## src/rtl/in_pass4_sync_debounce.sv

```systemverilog
// Four-bit input pass BEL: per-bit pass-through, capture, 2-flop sync or sync+debounce, selected by ConfigBits.
// Optional change-pulse output E is built only when INPASS_EDGE_EN is defined (otherwise E is tied low).

module in_pass4_lane #(
    parameter int DEBOUNCE_CYCLES = 4
) (
    input  logic       clk_i,
    input  logic       rst_i,
    input  logic       pad_i,
    input  logic [1:0] mode_i,
    output logic       o_o,
    output logic       e_o
);
    localparam int CW = (DEBOUNCE_CYCLES > 1) ? $clog2(DEBOUNCE_CYCLES) : 1;
    localparam logic [CW-1:0] C_MAX = CW'(DEBOUNCE_CYCLES - 1);

    logic          r1_q, r2_q;
    logic          d_q, d_d;
    logic [CW-1:0] c_q, c_d;
    logic          sel;

    always_comb begin
        d_d = d_q;
        c_d = c_q;
        if (r2_q == d_q) begin
            c_d = '0;
        end else if (c_q == C_MAX) begin
            d_d = r2_q;
            c_d = '0;
        end else begin
            c_d = c_q + CW'(1);
        end
    end

    // r1 is the only flop allowed to go metastable; everything else sees r2 or later.
    always_ff @(posedge clk_i) begin
        if (rst_i) begin
            r1_q <= 1'b0;
            r2_q <= 1'b0;
            d_q  <= 1'b0;
            c_q  <= '0;
        end else begin
            r1_q <= pad_i;
            r2_q <= r1_q;
            d_q  <= d_d;
            c_q  <= c_d;
        end
    end

    always_comb begin
        sel = pad_i;
        case (mode_i)
            2'b00:   sel = pad_i;
            2'b01:   sel = r1_q;
            2'b10:   sel = r2_q;
            default: sel = d_q;
        endcase
    end

    assign o_o = sel;

`ifdef INPASS_EDGE_EN
    logic prev_q;

    // prev tracks the selected value in every mode, so a mode switch can pulse E once.
    always_ff @(posedge clk_i) begin
        if (rst_i) prev_q <= 1'b0;
        else       prev_q <= sel;
    end

    assign e_o = (mode_i != 2'b00) & (sel ^ prev_q);
`else
    assign e_o = 1'b0;
`endif

endmodule

module in_pass4_sync_debounce #(
    parameter int NoConfigBits    = 8,
    parameter int DEBOUNCE_CYCLES = 4
) (
    input  logic                    UserCLK,
    input  logic                    RST,
    input  logic [3:0]              I,
    output logic [3:0]              O,
    output logic [3:0]              E,
    input  logic [NoConfigBits-1:0] ConfigBits
);
    for (genvar i = 0; i < 4; i++) begin : g_lane
        in_pass4_lane #(
            .DEBOUNCE_CYCLES(DEBOUNCE_CYCLES)
        ) u_lane (
            .clk_i (UserCLK),
            .rst_i (RST),
            .pad_i (I[i]),
            .mode_i(ConfigBits[2*i+1:2*i]),
            .o_o   (O[i]),
            .e_o   (E[i])
        );
    end

endmodule

```

## config.mk

```make
export PLATFORM = sky130hd
export DESIGN_NAME = in_pass4_sync_debounce
export DESIGN_NICKNAME = d
export VERILOG_FILES = /design/src/rtl/in_pass4_sync_debounce.sv
export SDC_FILE = /design/constraint.sdc
export NUM_CORES = 1
export LEC_CHECK = 0
export BUFFER_PORTS_ARGS = -buffer_cell sky130_fd_sc_hd__buf_4
export CAP_MARGIN = 20
export CORE_UTILIZATION = 38
export DETAILED_ROUTE_END_ITERATION = 7
export PLACE_DENSITY = 0.64
export SLEW_MARGIN = 10
export SYNTH_ARGS = -nofsm -noshare
export SYNTH_HDL_FRONTEND = slang
export SYNTH_SLANG_ARGS = --single-unit
```

## constraint.sdc

```tcl
create_clock -name UserCLK -period 1.05 [get_ports UserCLK]
set_input_delay 0.105 -clock UserCLK [delete_from_list [all_inputs] [get_ports UserCLK]]
set_output_delay 0.105 -clock UserCLK [all_outputs]
set_load 0.02 [all_outputs]
```

==> run_results.csv <==
group,metric,value,unit
status,outcome,"finished with violations",
synthesis,yosysMostFrequentCell,"dfxtp_1",
run,cap_violations,0,
power_and_ir_drop,total_power,1.38,mW
timing,rsz0062_at_grt,"yes",
detailed_routing,wl_per_cell,10.3,um
synthesis,synth_top_area_cell,"dfxtp_1",
critical_path,worstPathRequired,0.94,ns
timing,report.final.slew_viol_count,0,
timing,max_freq,744,MHz
timing,finalHoldViolCount,0,
critical_path,regToRegSetupSlack,0.11,ns
synthesis,postSynthCellCount,67,
floorplan,die_h,49.1,um
clock_tree,tritoncts,"yes",
detailed_routing,dr.pass1.iters,4,
placed_design,routabilityCongestion,0.687,
synthesis,synth_edf_count,0,
floorplan,initial_utilization,0.416,
global_routing,grt_pass1_wl,2040,um
global_routing,antenna_found_initial,0,
global_routing,grt_usage,0.112,
detailed_routing,wirelength,1200,um
synthesis,synth_common_cells,"dfxtp_1, buf_4, nor2b_1",
synthesis,ys_types,12,
critical_path,cp_slowest_cell,"mux4_2",
cells_and_area,area_delta_synth_final,26.7,%
floorplan,boundaryPins,22,
clock_tree,cts_root_buf,"clkbuf_4",
synthesis,ys_ff_latch,20,
synthesis,avgSynthCellArea,12.6,um2
detailed_routing,drc_errors,0,
detailed_routing,num_vias,545,
clock_tree,cts_buffers,3,
cells_and_area,final_layout_size_suffix_gt1_frac,0.478,
power_and_ir_drop,p_leak,0.446,nW
hold_path,worstHoldPathType,"input pin to register",
critical_path,cp-end-kind,"output port",
timing,period_minus_slack,1.34,ns
global_routing,grt_pass1_vias,521,
timing,fin_ws,-0.294,ns
cells_and_area,stdcell_area,0.00107,mm2
clock_tree,clockBufferDepth,2,
clock_tree,path_clk_slew,0.11,ns
floorplan,fp.dieArea,0.00241,mm2
timing,setup_viol,4,
timing,finClkSkew,0.00607,ns
detailed_routing,drtIter0Drc,5,
placed_design,dp_hpwl,932,um
clock_tree,h-tree-depth,1,
global_routing,grt_max_degree,21,
critical_path,worstPathMaxFanout,2,
timing,hold-worst-slack,0.0292,ns
timing,fin_crit_sh,1.28,
global_routing,grt_overflow,0,
synthesis,yosysWarnings,0,
synthesis,synth-async-reset-ratio,0,
floorplan,core,0.00202,mm2
placed_design,portBuffers,17,
synthesis,ys.flop_type,"dfxtp_1",
placed_design,placed_cell_area,0.00100,mm2
critical_path,critPathLaunchType,"register",
critical_path,crit_type,"register to output port",
synthesis,synth_area,842,um2
clock_tree,clk_latency,0.29,ns
detailed_routing,ant_nets,0,
synthesis,ys_seq_area_frac,0.475,
critical_path,max_stage_delay,0.47,ns
power_and_ir_drop,ir_drop,1.07,mV
status,failed_checks,"setup timing",
power_and_ir_drop,p_per_area,1290,mW/mm2
clock_tree,ctsHoldBuffers,0,
critical_path,arrival,1.24,ns
critical_path,path_cells,"mux4_2 -> buf_6",
cells_and_area,n_antenna_cell,0,
synthesis,synthDominantCellAreaShare,0.475,
floorplan,rows,16,
floorplan,die_w,49.1,um
synthesis,synthTopCellsByArea,"dfxtp_1, mux4_2, buf_4, nor4b_2, ha_1",
cells_and_area,final_nets,109,
clock_tree,cts.sinks,20,
detailed_routing,viasPerCell,4.66,
## report_power, final
part           internal (mW)  leakage, nW  switching, mW  total [mW]
Sequential             0.778        0.165        0.00915       0.787
Combinational         0.0946        0.260         0.0702       0.165
Clock                  0.211       0.0210          0.212       0.423
## flip-flops by register name, summed over array words and instances (netlist names)
signal              flops
g_lane.u_lane.c_q       8
g_lane.u_lane.d_q       4
g_lane.u_lane.r1_q      4
g_lane.u_lane.r2_q      4
## through the flow
step | setup WS [ns] | instances | utilization | setup TNS [ns]
3_3_place_gp | 0.0340 | 112 | 0.496 | 0
4_1_cts | -0.308 | 116 | 0.522 | -1.20
6_report | -0.294 | 117 | 0.528 | -1.14
3_5_place_dp | 0.0213 | 112 | 0.496 | 0
2_1_floorplan | 0.0274 | 70 | - | 0
5_1_grt | -0.354 | 117 | 0.528 | -1.38
## worst paths after layout
check / endpoint / from / cells after the start
worst min register to register: g_lane[3].u_lane.c_q[0] / g_lane[3].u_lane.c_q[0] / 1
worst max register to register: g_lane[2].u_lane.d_q / g_lane[2].u_lane.c_q[0] / 3
worst max-delay path: O[3] / g_lane[3].u_lane.d_q / 2
worst min-delay path: g_lane[1].u_lane.r1_q / I[1] / 2
## cells in the final DEF, fill, tap and decap left out
cell type / n
buf_4: 22
buf_6: 4
clkbuf_4: 3
clkbuf_8: 1
conb_1: 4
dfxtp_1: 15
dfxtp_2: 5
ha_1: 4
mux2i_1: 4
mux4_2: 4
nor2_1: 4
nor2b_1: 8
nor4_1: 4
nor4b_2: 4
xnor2_1: 4
## timing repair
item	CTS	global route
setup buffers	0	1
gates resized for setup	6	3
setup endpoints to repair	4	4
## metal layers
layer / routed length (um) / part of all wire / GRT usage
met3: 64 / 0.053 / 0.0561
met1: 526 / 0.44 / 0.122
met4: 12 / 0.010 / 0.0294
met2: 600 / 0.50 / 0.189
met5: 0 / 0 / 0
## area by class of cell
type / instances / area, um2
timing repair buffer: 26 / 210
fill: 188 / 955
tap: 27 / 33.8
clock buffer: 4 / 36.3
multi-input combinational: 40 / 380
sequential: 20 / 407
## cells by family (layout without fill, tap and decap cells)
logic type,Yosys count,after routing,share of synthesized area
flip-flops,20,20,0.475
buffers and inverters,10,30,0.0862
adder cells (fa/ha/maj),4,4,0.0594
XOR/XNOR,4,4,0.0416
other,1,4,0.00445
AND/OR/NAND/NOR,20,20,0.178
multiplexers,8,8,0.155
## critical path, delay by kind of cell (launching register included)
kind / cells / cell delay [ns]
buffers and inverters: 1 / 0.15
flip-flops: 1 / 0.33
multiplexers: 1 / 0.47
Power figures use the tool's default switching activity.
